===== src/rtl/mda_pkg.sv =====
// Shared constants, cell-control record and attribute decode helpers for the
// MDA character attribute/dot shifter.
package mda_pkg;

    localparam logic [7:0]  ATTR_MASK      = 8'h77;
    localparam logic [7:0]  ATTR_BLANK     = 8'h00;
    localparam logic [2:0]  ATTR_NORMAL_UL = 3'b001;
    localparam logic [7:0]  ATTR_REVERSE   = 8'h70;
    localparam logic [7:0]  LINE_GFX_LO    = 8'hC0;
    localparam logic [7:0]  LINE_GFX_HI    = 8'hDF;
    localparam int unsigned CELL_DOTS      = 9;
    localparam int unsigned CHAR_ROWS      = 14;

    localparam int unsigned DOT_CNT_W = $clog2(CELL_DOTS + 1);
    localparam int unsigned ROW_W     = $clog2(CHAR_ROWS);

    typedef enum logic [1:0] {
        ATTR_KIND_NORMAL,
        ATTR_KIND_BLANK,
        ATTR_KIND_REVERSE
    } attr_kind_t;

    typedef struct packed {
        logic [7:0]       attr;
        logic [ROW_W-1:0] row;
        logic             cursor;
        logic             de;
        logic             line_gfx;
    } cell_ctrl_t;

    function automatic attr_kind_t attr_kind(input logic [7:0] attr);
        if ((attr & ATTR_MASK) == ATTR_BLANK) begin
            return ATTR_KIND_BLANK;
        end
        if ((attr & ATTR_MASK) == ATTR_REVERSE) begin
            return ATTR_KIND_REVERSE;
        end
        return ATTR_KIND_NORMAL;
    endfunction

    function automatic logic is_line_gfx(input logic [7:0] code);
        return (code >= LINE_GFX_LO) && (code <= LINE_GFX_HI);
    endfunction

endpackage


===== src/rtl/mda_blink_counter.sv =====
// Frame counter advanced on each vsync rising edge; supplies the cursor and
// character blink phases.
module mda_blink_counter (
    input  logic clk_i,
    input  logic rst_i,
    input  logic vsync_i,
    output logic cursor_phase_o,
    output logic blink_phase_o
);

    logic       vsync_q;
    logic [4:0] cnt_q;
    logic [4:0] cnt_d;

    always_comb begin
        cnt_d = cnt_q;
        if (vsync_i && !vsync_q) begin
            cnt_d = cnt_q + 5'd1;
        end
    end

    always_ff @(posedge clk_i or posedge rst_i) begin
        if (rst_i) begin
            vsync_q <= 1'b0;
            cnt_q   <= '0;
        end else begin
            vsync_q <= vsync_i;
            cnt_q   <= cnt_d;
        end
    end

    // Cursor toggles every 8 frames, character blink every 16.
    assign cursor_phase_o = cnt_q[3];
    assign blink_phase_o  = cnt_q[4];

endmodule


===== src/rtl/mda_attr_shifter.sv =====
// MDA cell renderer: issues font ROM lookups, applies attribute rules and
// serializes 9 dots per character cell at one dot per clock.
module mda_attr_shifter
    import mda_pkg::*;
#(
    parameter int unsigned FONT_LATENCY = 2,
    parameter int unsigned UL_ROW       = 12,
    parameter logic        LINE_GFX_EN  = 1'b1
) (
    input  logic       clk,
    input  logic       rst,
    input  logic       char_load,
    input  logic [7:0] char_code,
    input  logic [7:0] char_attr,
    input  logic [3:0] char_row,
    input  logic       cursor_here,
    input  logic [3:0] cursor_start,
    input  logic [3:0] cursor_end,
    input  logic       de_in,
    input  logic       vsync,
    output logic [7:0] font_code,
    output logic [3:0] font_row,
    input  logic [7:0] font_data,
    output logic       video,
    output logic       intense,
    output logic       de_out
);

    localparam logic [ROW_W-1:0] UL_ROW_V = ROW_W'(UL_ROW);

    logic [7:0]          font_code_q;
    logic [3:0]          font_row_q;
    cell_ctrl_t          pipe_q [FONT_LATENCY+1];
    logic [FONT_LATENCY:0] vld_q;

    logic                cursor_phase;
    logic                blink_phase;

    cell_ctrl_t          ctl;
    attr_kind_t          kind;
    logic                on_ul;
    logic                on_cursor;
    logic [CELL_DOTS-1:0] cell_dots;
    logic                cell_intense;

    logic [CELL_DOTS-1:0] shift_q, shift_d;
    logic [DOT_CNT_W-1:0] left_q, left_d;
    logic                cell_de_q, cell_de_d;
    logic                cell_int_q, cell_int_d;
    logic                active;
    logic                video_q, video_d;
    logic                intense_q, intense_d;
    logic                de_out_q, de_out_d;

    mda_blink_counter u_blink (
        .clk_i          (clk),
        .rst_i          (rst),
        .vsync_i        (vsync),
        .cursor_phase_o (cursor_phase),
        .blink_phase_o  (blink_phase)
    );

    // Control fields ride alongside the ROM access so they meet font_data.
    always_ff @(posedge clk or posedge rst) begin
        if (rst) begin
            font_code_q <= '0;
            font_row_q  <= '0;
            vld_q       <= '0;
            for (int unsigned i = 0; i <= FONT_LATENCY; i++) begin
                pipe_q[i] <= '0;
            end
        end else begin
            vld_q[0] <= char_load;
            if (char_load) begin
                font_code_q        <= char_code;
                font_row_q         <= char_row;
                pipe_q[0].attr     <= char_attr;
                pipe_q[0].row      <= char_row;
                pipe_q[0].cursor   <= cursor_here;
                pipe_q[0].de       <= de_in;
                pipe_q[0].line_gfx <= LINE_GFX_EN & is_line_gfx(char_code);
            end
            for (int unsigned i = 1; i <= FONT_LATENCY; i++) begin
                vld_q[i]  <= vld_q[i-1];
                pipe_q[i] <= pipe_q[i-1];
            end
        end
    end

    always_comb begin
        ctl          = pipe_q[FONT_LATENCY];
        kind         = attr_kind(ctl.attr);
        on_ul        = (ctl.attr[2:0] == ATTR_NORMAL_UL) && (ctl.row == UL_ROW_V);
        on_cursor    = ctl.cursor && (cursor_start <= ctl.row) &&
                       (ctl.row <= cursor_end) && cursor_phase;
        cell_dots    = {font_data, ctl.line_gfx & font_data[0]};
        // Later rules deliberately override earlier ones; cursor wins.
        if (on_ul) begin
            cell_dots = '1;
        end
        if (kind == ATTR_KIND_BLANK) begin
            cell_dots = '0;
        end
        if (kind == ATTR_KIND_REVERSE) begin
            cell_dots = ~cell_dots;
        end
        if (ctl.attr[7] && !blink_phase) begin
            cell_dots = '0;
        end
        if (on_cursor) begin
            cell_dots = '1;
        end
        if (!ctl.de) begin
            cell_dots = '0;
        end
        cell_intense = ctl.de & ctl.attr[3] & (kind != ATTR_KIND_REVERSE);
    end

    always_comb begin
        active     = (left_q != '0);
        video_d    = shift_q[CELL_DOTS-1] & active;
        intense_d  = cell_int_q & active;
        de_out_d   = cell_de_q & active;
        shift_d    = shift_q;
        left_d     = left_q;
        cell_de_d  = cell_de_q;
        cell_int_d = cell_int_q;
        // A new cell preempts whatever dots of the previous one remain.
        if (vld_q[FONT_LATENCY]) begin
            shift_d    = cell_dots;
            left_d     = DOT_CNT_W'(CELL_DOTS);
            cell_de_d  = ctl.de;
            cell_int_d = cell_intense;
        end else if (active) begin
            shift_d = {shift_q[CELL_DOTS-2:0], 1'b0};
            left_d  = left_q - DOT_CNT_W'(1);
        end
    end

    always_ff @(posedge clk or posedge rst) begin
        if (rst) begin
            shift_q    <= '0;
            left_q     <= '0;
            cell_de_q  <= 1'b0;
            cell_int_q <= 1'b0;
            video_q    <= 1'b0;
            intense_q  <= 1'b0;
            de_out_q   <= 1'b0;
        end else begin
            shift_q    <= shift_d;
            left_q     <= left_d;
            cell_de_q  <= cell_de_d;
            cell_int_q <= cell_int_d;
            video_q    <= video_d;
            intense_q  <= intense_d;
            de_out_q   <= de_out_d;
        end
    end

    assign font_code = font_code_q;
    assign font_row  = font_row_q;
    assign video     = video_q;
    assign intense   = intense_q;
    assign de_out    = de_out_q;

endmodule

===== config.mk =====
export PLATFORM = sky130hd
export DESIGN_NAME = mda_attr_shifter
export DESIGN_NICKNAME = d
export VERILOG_FILES = /design/src/rtl/mda_pkg.sv /design/src/rtl/mda_blink_counter.sv /design/src/rtl/mda_attr_shifter.sv
export SDC_FILE = /design/constraint.sdc
export NUM_CORES = 1
export LEC_CHECK = 0
export ABC_AREA = 0
export CAP_MARGIN = 20
export CORE_MARGIN = 1
export CORE_UTILIZATION = 45
export DETAILED_ROUTE_END_ITERATION = 12
export PLACE_DENSITY = 0.79
export SLEW_MARGIN = 0
export SYNTH_ARGS = -nofsm -noshare
export SYNTH_HDL_FRONTEND = slang
export SYNTH_SLANG_ARGS = --single-unit
export TNS_END_PERCENT = 10

===== constraint.sdc =====
create_clock -name clk -period 2.75 [get_ports clk]
set_input_delay 0.275 -clock clk [delete_from_list [all_inputs] [get_ports clk]]
set_output_delay 0.275 -clock clk [all_outputs]
set_load 0.05 [all_outputs]

* Yosys cells after proc, flatten, opt, wreduce, memory -nomap -nowiden
Cells that the tools add are included.
Word-level totals: bits in registers 80, input port bits 42, output and inout bits 15, logic and storage cells 74
Cells by class: add/subtract/negate cells 2, magnitude comparators 4, equal/unequal tests 6, muxes and demuxes 17, bitwise gates (word level) 7, reductions and logical operators 12
Operators with widths (count):
- $mux 9 | 8
- $not 9->9 | 1
- $ge 8x8->1 const B | 1
- $le 4x4->1 | 2
- $le 8x8->1 const B | 1
- $logic_not 8->1 | 1
- $mux 2 | 4
- $mux 4 | 2
- $logic_and 1x1->1 | 7
- $and 1x1->1 | 6
- $eq 6x6->1 const B | 1
- $add 5x1->5 const B | 1
- $eq 4x4->1 const B | 1
- $reduce_bool 4->1 | 1
- $sub 4x1->4 const B | 1
- $eq 3x1->1 const B | 1
- $mux 1 | 3
- $eq 2x1->1 const B | 1
- $eq 2x2->1 const B | 1
- $logic_not 1->1 | 2
- $ne 2x2->1 const B | 1
- $reduce_bool 2->1 | 1

* Longest topological paths before layout
depth in word-level cells 13, depth in mapped cells 7, gate-level depth less buffers 7

* Hierarchy
From an unflattened synthesis, not the netlist that was laid out.
Second synthesis, totals: cell total of the unflattened synthesis 245, area total of the unflattened synthesis 3164.3 um2
Modules (own cells, without submodules):
- mda_attr_shifter | instances 1, cells each 228, area an instance 2921.6 um2, seq. area each 1851.8 um2
- mda_blink_counter | instances 1, cells each 17, area an instance 242.7 um2, seq. area each 150.1 um2

* Worst setup path before layout
OpenSTA, ideal clock, no wires.
kind register -> register, from register pipe_q, in the netlist ctl[4], to register shift_q[1], setup time 0.065 ns, data arrival time 1.695 ns, required time 2.685 ns, path slack 0.990 ns, cell stages (with the launch flop) 8, path buffers 0, period minus slack after synthesis 1.760 ns, cells stage by stage dfrtp_1 inv_1 ha_1 nor2b_1 a2111oi_0 nor2_1 nor4_4 or3_1
Between the ends: word-level cells in the longest chain between the ends 10, elaborated cells on any way between the ends 15, classes of those cells order compare (2); eq/ne (1); mux (7); bitwise (1); reduce/logical (4)
RTL lines:
- from (decl) | line mda_attr_shifter.sv:33 | cell_ctrl_t pipe_q [FONT_LATENCY+1];
- from (signal, indexed assignment) | line mda_attr_shifter.sv:85 | pipe_q[i] <= pipe_q[i-1];
- $eq 4x4->1 | line mda_attr_shifter.sv:93 | on_ul = (ctl.attr[2:0] == ATTR_NORMAL_UL) && (ctl.row == UL_ROW_V);
- $logic_and 1x1->1 | line mda_attr_shifter.sv:93
- $mux 9 | line mda_attr_shifter.sv:98 | if (on_ul) begin
- $mux 9 | line mda_attr_shifter.sv:101 | if (kind == ATTR_KIND_BLANK) begin
- $not 9->9 | line mda_attr_shifter.sv:105 | cell_dots = ~cell_dots;
- $mux 9 | line mda_attr_shifter.sv:104 | if (kind == ATTR_KIND_REVERSE) begin
- $mux 9 | line mda_attr_shifter.sv:107 | if (ctl.attr[7] && !blink_phase) begin
- $mux 9 * | line mda_attr_shifter.sv:110 | if (on_cursor) begin
- $mux 9 * | line mda_attr_shifter.sv:113 | if (!ctl.de) begin
- $mux 9 * | line mda_attr_shifter.sv:129 | if (vld_q[FONT_LATENCY]) begin
- to (signal assigned) | line mda_attr_shifter.sv:150 | shift_q <= shift_d;
- to (decl) | line mda_attr_shifter.sv:46 | logic [CELL_DOTS-1:0] shift_q, shift_d;
Every way passes the cells marked *; elsewhere a longest branch is shown, timed or not. A chain may end at the register's enable or synchronous reset.

* Worst setup path in the final report
from register pipe_q, in the netlist ctl[4], to register shift_q[8]
The elaborated chain is that of the path after synthesis.

==> flow_summary.ini <==
[placement]
hpwl_um = 3710
routabilityCongestion = 0.749
dp_cells = 389
portBuffers = 56

[setup_path]
crit_family = simple AND/OR/NAND/NOR gates
crit_required_ns = 3.03
worst-path-buf-inv = 1
crit_chain = inv_1 -> ha_1 -> nor2b_1 -> a2111oi_0 -> nor2_1 -> nor4_4 -> or3_1
setup.worst_path.class = reg -> reg
slowest_stage = nor4_4
critPathMaxStageDelay_ns = 0.42
cp-end-kind = register
crit_arrival_ns = 2.30
critPathLaunchType = register
crit_path_max_fanout = 9

[clocking]
cts_tree = done
clk_latency_ns = 0.34
numCtsBuffers = 9
cts_sinks = 80
cts_hold_buf = 0
cts_resized = 0
root_buffer = clkbuf_8
clock_path_buffers = 2
cts_setup_buffers = 0
path_clk_slew_ns = 0.08
cts_htree_levels = 3

[drt]
antenna_left = 0
vias = 1985
drt-initial-drc-count = 50
viasPerCell = 4.91
finalWirelength_um = 5260
post-route-drc-count = 0
dr.pass1.iters = 4
wl_per_cell_um = 13.0

[cells_and_area]
final_nets = 357
syn_to_final_growth_pct = 26.8
area.sequential_um2 = 2000
multi_input_area_um2 = 1040
stdcell_count = 404
nFillCells = 550
antenna_cells = 0
final_layout_size_suffix_gt1_share_pct = 14.0

[pwr]
p_comb_share_pct = 17.4
intPower_uw = 2080
ir_drop_v = 0.000471
power.net_switching_uw = 761
p_clk_share_pct = 32.0
seqPwrFrac_pct = 50.6
total_leakage_power_uw = 0.00180
cellPowerDensity_nw_per_um2 = 708
swShare_pct = 26.7

[outcome]
outcome = finished clean

[grt]
grt_max_degree = 45
grt.total_usage_pct = 16.7
grt-busiest-layer = met2
grt_first_pass_wirelength_um = 9360
antenna_found_initial = 0
grt_pass1_vias = 2054
grt_use_met2_pct = 26.3
use_met3_pct = 4.62
grt_util_met1_pct = 20.8
gr-total-overflow = 0

[synth]
ys_top_cells_by_area = dfrtp_1 63%, mux2_2 8.2%, ha_1 4.3%
synth-seq-cells = 80
syn_area_um2 = 3170
synth_cell_types = 31
synthTopCellsByCount = 80 x dfrtp_1, 23 x mux2_2, 23 x nand2_1
synth_top_area_cell = dfrtp_1
synthCells = 247
async_flop_share_pct = 100
synth_top_area_share_pct = 63.1
syn_nets = 300
ys_seq_area_share_pct = 63.1
synth_most_common_cell = dfrtp_1
synth_edf_count = 0
yosys_most_used_dff = dfrtp_1
yosysWarnings = 0
syn_avg_cell_area_um2 = 12.8

[sta]
final_max_slew_viol_count = 0
period_share_pct = 73.6
tns_ns = 0
setup_viol = 0
finalHoldViolations = 0
fin_skew_ns = 0.00685
max_slew_margin_pct = 48.5
worstMarginPinSlew_ns = 0.771
rsz0062_at_grt = false
clock.fmax_mhz = 494
min_period_ns = 2.02

[die]
start_util_pct = 46.7
core_area_um2 = 6790
ioPinCount = 57
fp.dieW_um = 85.9
std_cell_rows = 30
die-area_um2 = 7390
die_h_um = 85.9

[run]
maxCapViolations = 0

[min_path]
hold_class = reg -> reg
==> cell usage in the layout, fill, tap and decap left out <==
master,Yosys,final
buf_12,0,1
inv_1,16,15
a2111oi_0,1,1
nor2b_1,3,3
buf_4,4,1
nor3_2,2,2
nand2_1,23,23
nand4_1,6,6
clkinv_2,0,1
bufinv_16,0,2
and4_1,1,1
nand4b_1,1,1
a211o_1,2,2
inv_2,0,1
xor2_1,1,1
nor4_4,1,1
mux2_2,23,23
nor3_1,3,3
xnor2_1,5,5
clkinv_4,0,2
a21oi_1,10,10
o21ai_0,14,14
or3_1,9,9
clkdlybuf4s50_1,0,56
nor4_1,1,1
mux2i_1,8,8
nor2_1,6,6
dfrtp_1,80,80
and2_1,3,3
a211oi_1,1,1
o21a_1,2,2
o211a_1,1,1
clkbuf_1,5,1
ha_1,11,11
clkbuf_8,0,9
a311o_1,1,1
==> through the flow <==
step                      setup WS, ns  util (%)  power, µW  hold slack (ns)  area [µm²]
final                            0.726      59.2       2850            0.347        4020
after global routing             0.504      59.2       3000            0.360        4020
after CTS                        0.715      59.2       2880            0.346        4020
after detailed placement         0.447      56.1       1970            0.335        3810
after global placement           0.503      56.1       1940            0.331        3810
after floorplan                  0.423         -       1790            0.306        3170
==> sequential cells by signal, indices dropped and copies added, names as in the netlist <==
name and flops:
de_out 1, shift_q 9, cell_de_q 1, ctl 15
pipe_q 30, font_code 8, u_blink.cnt_q 5, cell_int_q 1
intense 1, u_blink.vsync_q 1, vld_q 3, left_q 4
video 1
==> power by group through the flow <==
| stage | clock network, µW | registers, µW | logic (µW) |
|---|---|---|---|
| 2_1_floorplan | 0 | 1500 | 285 |
| 4_1_cts | 931 | 1440 | 503 |
| 3_5_place_dp | 0 | 1470 | 501 |
| 5_1_grt | 987 | 1470 | 550 |
| 3_3_place_gp | 0 | 1450 | 484 |
| 6_report | 910 | 1440 | 496 |
==> layout make-up <==
type	count	share of cell area, %
clock buffers	10	3.18
clock inverters	5	2.05
inverters	16	1.49
multi-input cells	139	25.8
flip-flops and latches	80	49.8
well taps	96	2.99
repair buffers	58	14.6
==> logic make-up after synthesis <==
kind of cell | share of synthesized area [%]
fa+ha+maj | 4.34
compound gates | 5.96
mux | 10.7
simple gates | 10.1
flops | 63.1
buf+inv | 4.10
xor+xnor | 1.66
==> per-layer routing <==
metal	part of all wire (%)	wire, µm	vias to the layer above
met1	44	2290	937
li1	-	-	953
met3	7.1	374	19
met2	46	2440	76
met5	0	0	-
met4	2.9	151	0
==> final timing paths <==
kind	start	end	slack, ns	depth (start not counted)
worst max register to register	ctl[4]	shift_q[8]	0.73	7
max in group asynchronous	rst	shift_q[5]	1.68	3
min in group asynchronous	rst	pipe_q[39]	0.39	2
worst max-delay path	ctl[4]	shift_q[8]	0.73	7
worst min-delay path	pipe_q[27]	ctl[12]	0.35	0
worst min register to register	pipe_q[27]	ctl[12]	0.35	0
==> worst reg2reg max path: stages, from the launching register on <==
cell and delay [ns]:
dfrtp_1 0.38, inv_1 0.06, ha_1 0.28, nor2b_1 0.13, a2111oi_0 0.36, nor2_1 0.14, nor4_4 0.42, or3_1 0.19
Note: power is estimated with default switching activity, not from simulation.
==> edit 1, RTL diff (config.mk and constraints unchanged) <==
The parameter `LINE_GFX_EN` goes from 1'b1 to 1'b0.
--- a/src/rtl/mda_attr_shifter.sv
+++ b/src/rtl/mda_attr_shifter.sv
@@ -6,5 +6,5 @@
     parameter int unsigned FONT_LATENCY = 2,
     parameter int unsigned UL_ROW       = 12,
-    parameter logic        LINE_GFX_EN  = 1'b1
+    parameter logic        LINE_GFX_EN  = 1'b0
 ) (
     input  logic       clk,
Check against the original RTL: same outputs for any inputs over 10 cycles, from zero or initial values and one cycle with rst high; that may be too few to reach the edited logic, so the function may still have changed.
==> edit 1 against the unedited design <==
  * Fmax grew 1.8%
  * Sequential share of layout area decreased by 1.9 points
  * Sequential cell count fell by 3
  * First-iteration DRC count increased by 120%
  * Global-route usage is 0.052 points higher
  * Wire length grew 1.3%
  * Critical endpoint is now shift_q[7]$_DFFE_PP0P_
  * Largest power group unchanged
  * Cell area rose by 0.16%
  * Worst setup slack better by 35 ps
  * Worst hold slack improved by 5.8 ps
  * Synthesized area increased by 1.4%
  * Total power down 1.0%
  * Core utilization fell by 0.23 points
==> edit 1: results (changes against the unedited design) <==
Global routing
  – Global-route wire length before repair: 9540 um (+1.9%)
  – Via count of the first global-routing pass: 2189 (+6.6%)

STA
  – Final worst hold slack: 352 ps (+5.79 ps)
  – Setup skew after layout: 5.80 ps (-1.06 ps)

Critical path
  – Number of cells on the worst reg-to-reg path: 6 (-1)
  – Data arrival time at the worst-slack endpoint: 2210 ps (-90 ps)

Placement
  – Final Wtd Congestion: 0.795 (+6.3%)
  – Placement Setup Slack: 694 ps (+247 ps)

Synthesis
  – Mapped Nets: 312 (+4.0%)
  – Number of distinct library cells after synthesis: 38 (+23%)

Power
  – Power dissipated by switching net loads: 0.811 mW (+6.6%)
  – Seq pwr share: 49.0% (-1.6 points)
  – Switching portion of total power: 28.8% (+2.1 points)
  – Worst VDD drop: 0.412 mV (-13%)
  – Power of the combinational group: 0.591 mW (+19%)

Detailed routing
  – Routed vias: 2074 (+4.5%)
  – Met2 wirelength from detailed routing: 2530 um (+3.3%)
  – Wire length per cell: 12.9 um (-1.1%)
  – Routed wl met3: 332 um (-11%)

Finish
  – Number of multi-input logic gates: 150 (+7.9%)
  – Fraction of standard cell area in multi-input logic: 27.8% (+1.9 points)
  – Fill cell instance count of the final layout: 583 (+6.0%)
  – Final-layout clock buffer total: 11 (+1)
  – Layout buffering overhead excluding clock cells: 15.0% (+0.35 points)
  – Share of final-layout standard cells stronger than drive strength 1: 17.6% (+3.6 points)

Run status
  – Run status: finished clean

CTS
  – Number of clock sinks: 77 (-3.8%)
==> edit 1: cell count changes in the layout (fill, tap and decap cells not counted), moves of 3 or more <==
cell | unedited run | this run
sky130_fd_sc_hd__mux2i_1 | 8 | 0
sky130_fd_sc_hd__nand3_1 | 0 | 7
sky130_fd_sc_hd__o22ai_1 | 0 | 8
sky130_fd_sc_hd__or3_1 | 9 | 3
sky130_fd_sc_hd__a21oi_1 | 10 | 16
sky130_fd_sc_hd__dfrtp_1 | 80 | 77
sky130_fd_sc_hd__nand2_1 | 23 | 4
sky130_fd_sc_hd__o21ai_0 | 14 | 9
sky130_fd_sc_hd__o21ai_1 | 0 | 5
sky130_fd_sc_hd__o211ai_2 | 0 | 7
sky130_fd_sc_hd__nand4_1 | 6 | 3
sky130_fd_sc_hd__nor2_1 | 6 | 22
sky130_fd_sc_hd__nand2b_1 | 0 | 4
==> edit 2, RTL diff (same flow settings) <==
Made on the original files. Put one more register stage on the output `video`, cleared by the reset. The value now appears one clock later. The other outputs are not delayed to match.
--- a/src/rtl/mda_attr_shifter.sv
+++ b/src/rtl/mda_attr_shifter.sv
@@ -160,5 +160,11 @@
     assign font_code = font_code_q;
     assign font_row  = font_row_q;
-    assign video     = video_q;
+    always_ff @(posedge clk or posedge rst) begin
+        if (rst) begin
+            video <= '0;
+        end else begin
+            video <= video_q;
+        end
+    end
     assign intense   = intense_q;
     assign de_out    = de_out_q;
Formal check against the unedited RTL: not equivalent (a bounded check fails within 10 cycles, from zero or initial values and one cycle with rst high).
==> edit 2 against the unedited design <==
  * Cell area rose by 0.31%
  * Worst setup slack got worse by 19 ps
  * Sequential cell count increased by 1
  * Sequential share of layout area increased by 0.47 points
  * Wire length down 1.3%
  * Clock power down 12%
  * Fmax fell by 0.92%
  * Total power is 3.0% lower
  * Critical path depth unchanged
  * Via count grew 0.55%
  * Synthesized area up 0.79%
  * Count of clock-buffer cells in the layout increased by 1
  * Largest power group unchanged
==> edit 2: results (changes against the unedited design) <==
Power
  – Worst VDD drop: 0.405 mV (-14%)
  – Reported leakage power: 1.80 nW (+0.21%)
  – Power of the combinational group: 0.500 mW (+0.8%)
  – Switching portion of total power: 28.3% (+1.6 points)

Global routing
  – Fraction of met2 tracks used by global routing: 25.8% (-0.51 points)
  – Total track usage: 16.0% (-0.73 points)
  – Largest net degree at the start of global routing: 43 (-4.4%)
  – Met3 track demand over resource in global routing: 5.81% (+1.2 points)

Run status
  – Run status: finished clean

Synthesis
  – Mapped Nets: 301 (+0.33%)
  – Mapped Cells: 248 (+0.40%)
  – Synth top area cells: sky130_fd_sc_hd__dfrtp_1 63%, sky130_fd_sc_hd__mux2_2 8.1%, sky130_fd_sc_hd__ha_1 4.3%, sky130_fd_sc_hd__nand2_1 2.7%, sky130_fd_sc_hd__mux2i_1 2.5%
  – Share of flip-flops with an asynchronous set or reset: 100% (unchanged)
  – Sequential-to-total area share from yosys stat: 63.4% (+0.29 points)
  – Top cell types by occurrence after synthesis: 81 x sky130_fd_sc_hd__dfrtp_1, 23 x sky130_fd_sc_hd__mux2_2, 23 x sky130_fd_sc_hd__nand2_1, 16 x sky130_fd_sc_hd__inv_1, 14 x sky130_fd_sc_hd__o21ai_0

Detailed routing
  – Metal1 wirelength: 2210 um (-3.7%)
  – Routed vias: 1996 (+0.55%)
  – Met2 wirelength from detailed routing: 2560 um (+4.6%)
  – Routed wl met3: 341 um (-8.8%)
  – Count of routing violations after the opening detailed-route iteration: 101 (+100%)
  – Mean number of vias per cell: 4.90 (-0.19%)

STA
  – Pin slew with the least headroom to its limit: 721 ps (-50.6 ps)
  – Setup skew after layout: 8.60 ps (+1.75 ps)

Placement
  – Cell area after placement: 3840 um^2 (+0.89%)
  – HPWL after detailed placement: 3710 um (about the same)
  – Cell Count Post-Placement: 391 (+0.51%)
  – Placement Setup Slack: 454 ps (+7.01 ps)

Critical path
  – Destination of the worst register-to-register timing path: shift_q[7]$_DFFE_PP0P_
  – Launching point of the worst reg2reg path: ctl[4]$_DFF_PP0_
  – Register-to-register path setup slack: 710 ps (-20 ps)

Finish
  – Share of final-layout standard cells stronger than drive strength 1: 14.8% (+0.83 points)
  – Final net count: 359 (+0.56%)
==> edit 2: layout make-up <==
| class | instances | area, um^2 |
|---|---|---|
| clock buffers | 11 | 151 |
| clock inverters | 5 | 37.5 |
| fillers | 587 | 2800 |
| inverters | 16 | 61.3 |
| multi-input cells | 139 | 1040 |
| flip-flops and latches | 81 | 2030 |
| well taps | 96 | 120 |
| repair buffers | 59 | 596 |
==> edit 2: cell families after synthesis <==
group / after synthesis / synth area share (%)
AO/OA/AOI/OAI: 32 / 5.91
buffers and inverters: 28 / 4.07
multiplexers: 31 / 10.6
flip-flops: 81 / 63.4
adder cells (fa/ha/maj): 11 / 4.31
XOR/XNOR: 6 / 1.64
AND/OR/NAND/NOR: 59 / 10.0
==> edit 2: worst max-delay path by stage <==
| stage | from | slack (ps) | endpoint |
|---|---|---|---|
| final | ctl[4]$_DFF_PP0_ | 710 | shift_q[7]$_DFFE_PP0P_ |
| after detailed placement | cursor_start[1] | 450 | shift_q[7]$_DFFE_PP0P_ |
| after global placement | cursor_start[1] | 480 | shift_q[8]$_DFFE_PP0P_ |
| after global routing | ctl[4]$_DFF_PP0_ | 400 | shift_q[4]$_DFFE_PP0P_ |
| after CTS | ctl[4]$_DFF_PP0_ | 680 | shift_q[7]$_DFFE_PP0P_ |
| after floorplan | rst | 390 | cell_de_q$_DFFE_PP0P_ |
==> edit 2: per-stage QoR <==
stage | utilization, % | power (mW) | hold slack [ps]
detailed placement | 56.2 | 1.99 | 335
global placement | 56.2 | 1.96 | 332
finish | 59.0 | 2.76 | 340
global route | 59.0 | 2.92 | 361
floorplan | - | 1.81 | 306
CTS | 59.0 | 2.80 | 353
